--- config.mk ---
export PLATFORM = sky130hd
export DESIGN_NAME = sample_frequency_detector
export DESIGN_NICKNAME = d
export VERILOG_FILES = /design/src/rtl/musicbox_audio_pkg.sv /design/src/rtl/seq_divider.sv /design/src/rtl/sample_frequency_detector.sv
export SDC_FILE = /design/constraint.sdc
export NUM_CORES = 1
export LEC_CHECK = 0
export CAP_MARGIN = 20
export CORE_ASPECT_RATIO = 1.75
export CORE_MARGIN = 1.5
export CORE_UTILIZATION = 40
export CTS_BUF_LIST = sky130_fd_sc_hd__clkbuf_4 sky130_fd_sc_hd__clkbuf_8 sky130_fd_sc_hd__clkbuf_16
export DETAILED_ROUTE_END_ITERATION = 10
export HOLD_SLACK_MARGIN = 0.05
export SYNTH_ARGS = -nofsm -noshare
export SYNTH_HDL_FRONTEND = slang
export SYNTH_SLANG_ARGS = --single-unit
export TNS_END_PERCENT = 10
--- constraint.sdc ---
create_clock -name CLK_32KHz -period 2.5 [get_ports CLK_32KHz]
set_input_delay 0.375 -clock CLK_32KHz [delete_from_list [all_inputs] [get_ports CLK_32KHz]]
set_output_delay 0.375 -clock CLK_32KHz [all_outputs]
set_load 0.01 [all_outputs]
--- src/rtl/musicbox_audio_pkg.sv ---
// Shared constants and types for the musicbox audio-path blocks.
// Used by sample_frequency_detector (optional build macro: FREQDET_ROUNDING_EN).
package musicbox_audio_pkg;
  localparam int SAMPLE_MIDPOINT = 128;
  localparam int SAMPLE_W        = 8;
  localparam int FREQ_W          = 14;
  localparam int FREQ_MAX        = 16383;

  typedef enum logic {
    SEEK    = 1'b0,
    MEASURE = 1'b1
  } freqdet_state_t;

  // Clamp a raw quotient to the generator frequency-command range.
  function automatic logic [FREQ_W-1:0] saturate_freq(input logic [31:0] q);
    logic [FREQ_W-1:0] sat;
    sat = (q > 32'(FREQ_MAX)) ? FREQ_W'(FREQ_MAX) : q[FREQ_W-1:0];
    return sat;
  endfunction
endpackage

--- src/rtl/seq_divider.sv ---
// Restoring unsigned divider, one quotient bit per clock, with abort.
// A zero denominator yields an all-ones quotient.
module seq_divider #(
  parameter int NUM_W = 18,
  parameter int DEN_W = 12
) (
  input  logic             i_clk,
  input  logic             i_rst,
  input  logic             i_start,
  input  logic             i_abort,
  input  logic [NUM_W-1:0] i_num,
  input  logic [DEN_W-1:0] i_den,
  output logic             o_busy,
  output logic             o_done,
  output logic [NUM_W-1:0] o_quotient
);
  localparam int CNT_W = $clog2(NUM_W + 1);

  // Handshake: i_start is taken only while o_busy=0 (operands sampled that
  // edge); o_done is a one-cycle pulse during the final iteration, and
  // o_quotient is valid only in that cycle. i_abort beats everything.
  logic [NUM_W-1:0] r_quot;
  logic [DEN_W-1:0] r_rem;
  logic [DEN_W-1:0] r_den;
  logic [CNT_W-1:0] r_count;
  logic             r_busy;

  logic [DEN_W:0]   w_trial;
  logic [DEN_W:0]   w_diff;
  logic             w_fits;
  logic [NUM_W-1:0] w_quot_next;

  always_comb begin
    w_trial     = {r_rem, r_quot[NUM_W-1]};
    w_fits      = (w_trial >= {1'b0, r_den});
    w_diff      = w_trial - {1'b0, r_den};
    w_quot_next = {r_quot[NUM_W-2:0], w_fits};
  end

  always_ff @(posedge i_clk) begin
    if (i_rst || i_abort) begin
      r_busy  <= 1'b0;
      r_count <= '0;
      r_quot  <= '0;
      r_rem   <= '0;
      r_den   <= '0;
    end else if (i_start && !r_busy) begin
      r_busy  <= 1'b1;
      r_count <= CNT_W'(NUM_W);
      r_quot  <= i_num;
      r_rem   <= '0;
      r_den   <= i_den;
    end else if (r_busy) begin
      r_quot  <= w_quot_next;
      r_rem   <= DEN_W'(w_fits ? w_diff : w_trial);
      r_count <= r_count - CNT_W'(1);
      if (r_count == CNT_W'(1)) r_busy <= 1'b0;
    end
  end

  assign o_busy     = r_busy;
  assign o_done     = r_busy && (r_count == CNT_W'(1)) && !i_abort;
  assign o_quotient = w_quot_next;
endmodule

--- src/rtl/sample_frequency_detector.sv ---
// Recovers the fundamental frequency of an 8-bit sample stream by timing N
// rising midpoint crossings. Build macro FREQDET_ROUNDING_EN rounds the quotient.
module sample_frequency_detector
  import musicbox_audio_pkg::*;
#(
  parameter int SAMPLE_RATE_HZ      = 32000,
  parameter int PERIODS_PER_MEASURE = 4,
  parameter int HYSTERESIS          = 16,
  parameter int TIMEOUT_SAMPLES     = 640
) (
  input  logic                CLK_32KHz,
  input  logic                reset,
  input  logic [SAMPLE_W-1:0] inputSample,
  input  logic                sampleValid,
  output logic [FREQ_W-1:0]   detectedFrequency,
  output logic                frequencyValid,
  output logic                locked,
  output logic                crossingPulse,
  output freqdet_state_t      o_dbg_state
);
  localparam int NUM_W = 18;
  localparam int DEN_W = 12;
  localparam int CNT_W = $clog2(PERIODS_PER_MEASURE + 1);
  localparam int TO_W  = $clog2(TIMEOUT_SAMPLES + 1);
  localparam logic [SAMPLE_W-1:0] ARM_LVL   = SAMPLE_W'(SAMPLE_MIDPOINT - HYSTERESIS);
  localparam logic [SAMPLE_W-1:0] CROSS_LVL = SAMPLE_W'(SAMPLE_MIDPOINT + HYSTERESIS);
  localparam logic [NUM_W-1:0]    NUMERATOR = NUM_W'(SAMPLE_RATE_HZ * PERIODS_PER_MEASURE);

  freqdet_state_t   r_state, w_state_next;
  logic [DEN_W-1:0] r_window, w_window_next, w_window_inc;
  logic [CNT_W-1:0] r_cross_cnt, w_cross_cnt_next;
  logic [TO_W-1:0]  r_since;
  logic             r_armed;
  logic             r_cross_pulse;
  logic [FREQ_W-1:0] r_freq;
  logic             r_freq_valid;
  logic             r_locked;

  logic             w_cross;
  logic             w_close;
  logic             w_timeout;
  logic             w_div_start;
  logic             w_div_busy;
  logic             w_div_done;
  logic [NUM_W-1:0] w_div_num;
  logic [NUM_W-1:0] w_div_quot;

  always_comb begin
    w_cross      = sampleValid && r_armed && (inputSample >= CROSS_LVL);
    w_window_inc = (r_window == '1) ? r_window : r_window + DEN_W'(1);
    w_close      = (r_state == MEASURE) && w_cross &&
                   (r_cross_cnt == CNT_W'(PERIODS_PER_MEASURE - 1));
    w_timeout    = sampleValid && !w_cross && (r_since >= TO_W'(TIMEOUT_SAMPLES - 1));
    w_div_start  = w_close && !w_div_busy;
  end

  // The closing crossing sample belongs to the window it closes.
`ifdef FREQDET_ROUNDING_EN
  assign w_div_num = NUMERATOR + NUM_W'(w_window_inc >> 1);
`else
  assign w_div_num = NUMERATOR;
`endif

  always_comb begin
    w_state_next     = r_state;
    w_window_next    = r_window;
    w_cross_cnt_next = r_cross_cnt;
    case (r_state)
      SEEK: begin
        w_window_next    = '0;
        w_cross_cnt_next = '0;
        if (w_cross) w_state_next = MEASURE;
      end
      MEASURE: begin
        if (sampleValid) w_window_next = w_window_inc;
        if (w_close) begin
          w_window_next    = '0;
          w_cross_cnt_next = '0;
        end else if (w_cross) begin
          w_cross_cnt_next = r_cross_cnt + CNT_W'(1);
        end
      end
      default: w_state_next = SEEK;
    endcase
    if (w_timeout) begin
      w_state_next     = SEEK;
      w_window_next    = '0;
      w_cross_cnt_next = '0;
    end
  end

  always_ff @(posedge CLK_32KHz) begin
    if (reset) begin
      r_state     <= SEEK;
      r_window    <= '0;
      r_cross_cnt <= '0;
    end else begin
      r_state     <= w_state_next;
      r_window    <= w_window_next;
      r_cross_cnt <= w_cross_cnt_next;
    end
  end

  always_ff @(posedge CLK_32KHz) begin
    if (reset) begin
      r_armed       <= 1'b0;
      r_cross_pulse <= 1'b0;
      r_since       <= '0;
      r_freq        <= '0;
      r_freq_valid  <= 1'b0;
      r_locked      <= 1'b0;
    end else begin
      r_cross_pulse <= w_cross;
      if (w_cross) r_armed <= 1'b0;
      else if (sampleValid && (inputSample <= ARM_LVL)) r_armed <= 1'b1;
      if (w_cross) r_since <= '0;
      else if (sampleValid && (r_since != TO_W'(TIMEOUT_SAMPLES))) r_since <= r_since + TO_W'(1);
      // A timeout discards any result finishing in the same cycle.
      r_freq_valid <= 1'b0;
      if (w_timeout) begin
        r_locked     <= 1'b0;
        r_freq       <= '0;
        r_freq_valid <= r_locked;
      end else if (w_div_done) begin
        r_freq       <= saturate_freq(32'(w_div_quot));
        r_freq_valid <= 1'b1;
        r_locked     <= 1'b1;
      end
    end
  end

  seq_divider #(
    .NUM_W (NUM_W),
    .DEN_W (DEN_W)
  ) u_div (
    .i_clk      (CLK_32KHz),
    .i_rst      (reset),
    .i_start    (w_div_start),
    .i_abort    (w_timeout),
    .i_num      (w_div_num),
    .i_den      (w_window_inc),
    .o_busy     (w_div_busy),
    .o_done     (w_div_done),
    .o_quotient (w_div_quot)
  );

  assign detectedFrequency = r_freq;
  assign frequencyValid    = r_freq_valid;
  assign locked            = r_locked;
  assign crossingPulse     = r_cross_pulse;
  assign o_dbg_state       = r_state;
endmodule
# Word-level counts from Yosys, hierarchy flattened
# Cells that the tools add are included.
# totals
mem_count	0
ramBits	0
wordCells	73
romBits	0
reg_bits	92
latchBits	0
input_bits	11
# op_classes
div	0
magnitude_cmp	5
n_mul	0
shift	0
reduce_logical	20
addsub	5
eq_ne	6
mux	20
bitwise_logic	1
# ops
op	count
$mux 12	4
$mux 17	2
$pmux 12 s2	1
$gt 18x14->1 const B	1
$mux 14	1
$ge 13x12->1	1
$add 12x1->12 const B	1
$eq 12x12->1 const B	1
$logic_and 1x1->1	12
$sub 12x12->12	1
$add 10x1->10 const B	1
$ge 10x10->1 const B	1
$mux 5	2
$ne 10x10->1 const B	1
$ge 8x8->1 const B	1
$le 8x7->1 const B	1
$mux 1	7
$mux 3	2
$pmux 3 s2	1
$reduce_or 2->1	3
$eq 5x1->1 const B	1
$sub 5x1->5 const B	1
$add 3x1->3 const B	1
$eq 3x2->1 const B	1
6 further kinds	8

# Depth between registers and ports, before layout
# Gate-level depths: netlist of run 1.
# depth
word_depth	9
mapped_depth	10

# Cells and area by module
# Synthesis of run 1 repeated with hierarchy kept, for this count alone.
# unflattened
cells_unflattened	613
hier_area_um2	5006.1
# modules_own_cells
mod	cells_per_inst	seq_area_each_um2	n_inst	area_per_inst_um2
seq_divider	372	960.9	1	2901.5
sample_frequency_detector	241	880.8	1	2104.5

# Least setup slack after synthesis of run 1
# OpenSTA, ideal clock, no wires.
# synth_path
path_type	register to register
start	reg u_div.r_den[3]
end	reg u_div.r_rem[10]
arrival_time_ns	2.127
path_stages_with_launch	11
setup_ns	0.074
path_slack_ns	0.299
required_time_ns	2.426
period_less_slack_ns	2.201
cell_sequence	dfxtp_1 -> inv_1 -> ha_1 -> a21oi_1 -> nor3b_1 -> a21oi_1 -> o21bai_1 -> and2_1 -> clkbuf_1 -> nand2_1 -> a31oi_2
# synth_between
elab_chain_len	2
word_cells_on_any_way	3
classes_between	1 x add/sub; 1 x order compare; 1 x mux
# synth_rtl
element	line_no	text
start, declared	seq_divider.sv:24	logic [DEN_W-1:0] r_den;
start signal, assigned	seq_divider.sv:52	r_den <= i_den;
$sub 12x12->12 / $ge 13x12->1 (equally long branches)	seq_divider.sv:36, seq_divider.sv:35	
$mux 12 (*)	seq_divider.sv:55	r_rem <= DEN_W'(w_fits ? w_diff : w_trial);
end signal, assigned	seq_divider.sv:55	
end, declared	seq_divider.sv:23	logic [DEN_W-1:0] r_rem;
# Mark *: on every way between the ends. The rest lies on a longest branch, timed or not.
# A chain may end at the register's enable or synchronous reset.

# Worst setup path after layout of run 1
# layout_path
start	reg u_div.r_den[3]
end	reg u_div.r_rem[1]
# layout_between
elab_chain_len	2
# layout_rtl
element	line_no	text
$ge 13x12->1	seq_divider.sv:35	w_fits = (w_trial >= {1'b0, r_den});
$mux 12	seq_divider.sv:55	
# No other way between the ends.

==> metrics.txt, run 1 <==
Top Ports 29; via count 3690; Largest stage delay, worst path 0.42 ns; min-delay worst type flop to flop; WHS Path Cells 2; cell mode on critical path o21bai_1; Core Region between 10000 and 15000 µm²; Yosys reg bits slightly above 90; Post-CTS Setup Bufs 0; die area 11900 µm²; Layout Nets 576; Mapped Cells 510; Die Ht around 140 µm; CTS tree yes; status completed; max_cap viols 0; GRT Resource Usage Total 0.170; Clk Latency, worst-skew pair between 0.3 and 0.4 ns; first-pass GRT wire length roughly 16000 µm; part of the Yosys area used for sequential elements 0.411; Root Driver clkbuf_16; PwrDens between 500 and 600 nW/µm²; via-per-instance ratio 5.40; EDFF count, synth 0; kind of critical path flop to flop; Clock transition at path regs 0.07 ns; YS warnings 0; quantity of hold-fixing buffers added after cts 0; CP max stage cell or4_1; cts bufs inserted 9; Clock Power Share 0.459; largest net degree at the start of global routing 34; Main synth FF type dfxtp_1; Worst-Margin Slew 0.804 ns; Max Clock Skew around 0.0067 ns; Syn Std Cell Area 4480 µm²; Final Util 0.479; Avg Cell Area, Syn 8.79 µm²; reg2reg path depth 10; initial antenna violation count 0; input/output buffers 28; Detailed Route Iter0 Violations 142; Site Rows 51; global placer's final weighted congestion just over 0.8; DRT Pass-1 Iters 4; Die W roughly 83 µm; CP bufs+invs 2; Setup WS post-layout 0.154 ns; Internal Power around 0.0022 W; Starting Density 0.406; setup violators final 0; Crit Path Max Fanout 8; Startpoint Class flop; Layout area overhead 18.0%; number of global-route vias before repair 3507; WP depth 10; DPL Wire Length 7240 µm; post-route cell area 5290 µm²; most common cell after layout, fill and taps aside dfxtp_1; crit end category flop; H-tree levels 3; most frequent cells in the layout dfxtp_1 (92), nor2_1 (82), a21oi_1 (32), clkdlybuf4s50_1 (28); fraction of layout cells with a size suffix above 1 0.129; placed inst area 4970 µm²; Leakage 1.93 nW; Hold Vio Cnt, Final 0; Syn Nets 540; Placed Cells 667; Tmin final 2.35 ns; GRT Residual Overflow 0; worst path cell trace inv_1, ha_1, nand2_1, o21bai_1, a21oi_2, o21bai_1, buf_4, and2_2, or4_1, nand3_1; Net Sw Power 0.000659 W; Logic pwr share 0.029; pre-CTS WS -0.0152 ns; Layout fillers 1085; ANT nets after route 0; Sw Share 0.228; clock sinks between 90 and 100; drt wl/cell 14.5 µm; Final Non-Filler Cells 683; RSZ-0062 raised after global routing yes; # diodes 0; fin crit share 0.938; Total Wirelength 9890 µm; post-synth cell types 60; Fin Hold WS 0.430 ns; FMAX between 0.4 and 0.5 GHz; post_cts resized 0; final number of max-transition violations 0; Async S/R FF share, synth 0; DRC 0; Arr. time, crit path 2.63 ns; CP required 2.78 ns; sequential group share of total power 0.512; CP top delay family simple AND/OR/NAND/NOR gates; Peak VDD IR 0.000422 V; worst slew margin relative to its limit 0.457; Clock Path Buffers 2
-- cells by family after synthesis --
logic type / Yosys count / synth area share
AND/OR/NAND/NOR: 179 / 0.194
multiplexers: 20 / 0.0447
buffers and inverters: 53 / 0.0522
flip-flops: 92 / 0.411
adder cells (fa/ha/maj): 19 / 0.0547
XOR/XNOR: 29 / 0.0567
AO/OA/AOI/OAI: 118 / 0.186
-- registers in the layout, summed over array words and instances (netlist names), 3 cells and up --
register and flops:
u_div.r_quot 18, detectedFrequency 14, r_window 12, u_div.r_den 12, u_div.r_rem 12, r_since 10
u_div.r_count 5, r_cross_cnt 3
-- metrics by stage --
step           TNS (ns)  total power, W
2_1_floorplan         0         0.00156
3_3_place_gp          0         0.00159
3_5_place_dp    -0.0503         0.00160
4_1_cts               0         0.00292
5_1_grt         -0.0159         0.00298
6_report              0         0.00288
-- routing by layer --
metal  wire length, µm  global-route usage  up-vias
met5                 0                   0        -
met3               219              0.0272        8
met2              5370               0.326       52
li1                  -                   -     1893
met4               140              0.0675        0
met1              4160               0.182     1737
-- tightest hold or removal path: stages, from the launching register on --
cell and delay, ns:
dfxtp_1 0.31, inv_1 0.05, a211oi_1 0.04
-- final cells by class --
type	count	area, µm²	share of cell area
sequential	92	1840	0.348
inverter	26	97.6	0.0184
clock buffer	10	239	0.0452
tap	132	165	0.0312
multi-input combinational	365	2430	0.460
clock inverter	6	55.1	0.0104
timing repair buffer	52	460	0.0870
-- synthesized netlist by cell type, types with 9 or more instances --
master,n,share of area
dfxtp_1,92,0.41
nor2_1,82,0.069
a21oi_1,33,0.037
inv_1,26,0.022
nand2_1,26,0.022
mux2i_1,20,0.045
ha_1,18,0.050
nand3_1,16,0.018
xnor2_1,16,0.031
o221a_2,14,0.035
buf_2,13,0.015
xor2_1,13,0.025
clkbuf_1,11,0.0092
a211oi_1,10,0.017
nand4_1,10,0.014
o21ai_0,10,0.011
nor3_1,9,0.010
-- path summary, 6_finish.rpt --
check                      start              to  slack, ns
setup / recovery  u_div.r_den[3]  u_div.r_rem[1]       0.15
hold / removal    r_cross_cnt[2]  r_cross_cnt[2]       0.43
setup reg to reg  u_div.r_den[3]  u_div.r_rem[1]       0.15
hold reg to reg   r_cross_cnt[2]  r_cross_cnt[2]       0.43
-- power groups by stage --
stage          clock, W  combinational (W)  sequential (W)
2_1_floorplan         0          0.0000534         0.00151
3_3_place_gp          0          0.0000839         0.00151
3_5_place_dp          0          0.0000860         0.00151
4_1_cts         0.00136          0.0000863         0.00148
5_1_grt         0.00141          0.0000949         0.00148
6_report        0.00132          0.0000850         0.00148
(Power assumes the default switching activity.)
==> inputs of run 2 (changes only) <==
ABC_CLOCK_PERIOD_IN_PS = 2500   (was not set)
==> results of run 2 <==
The final DEF is identical to that of run 1; final timing and power are the same.
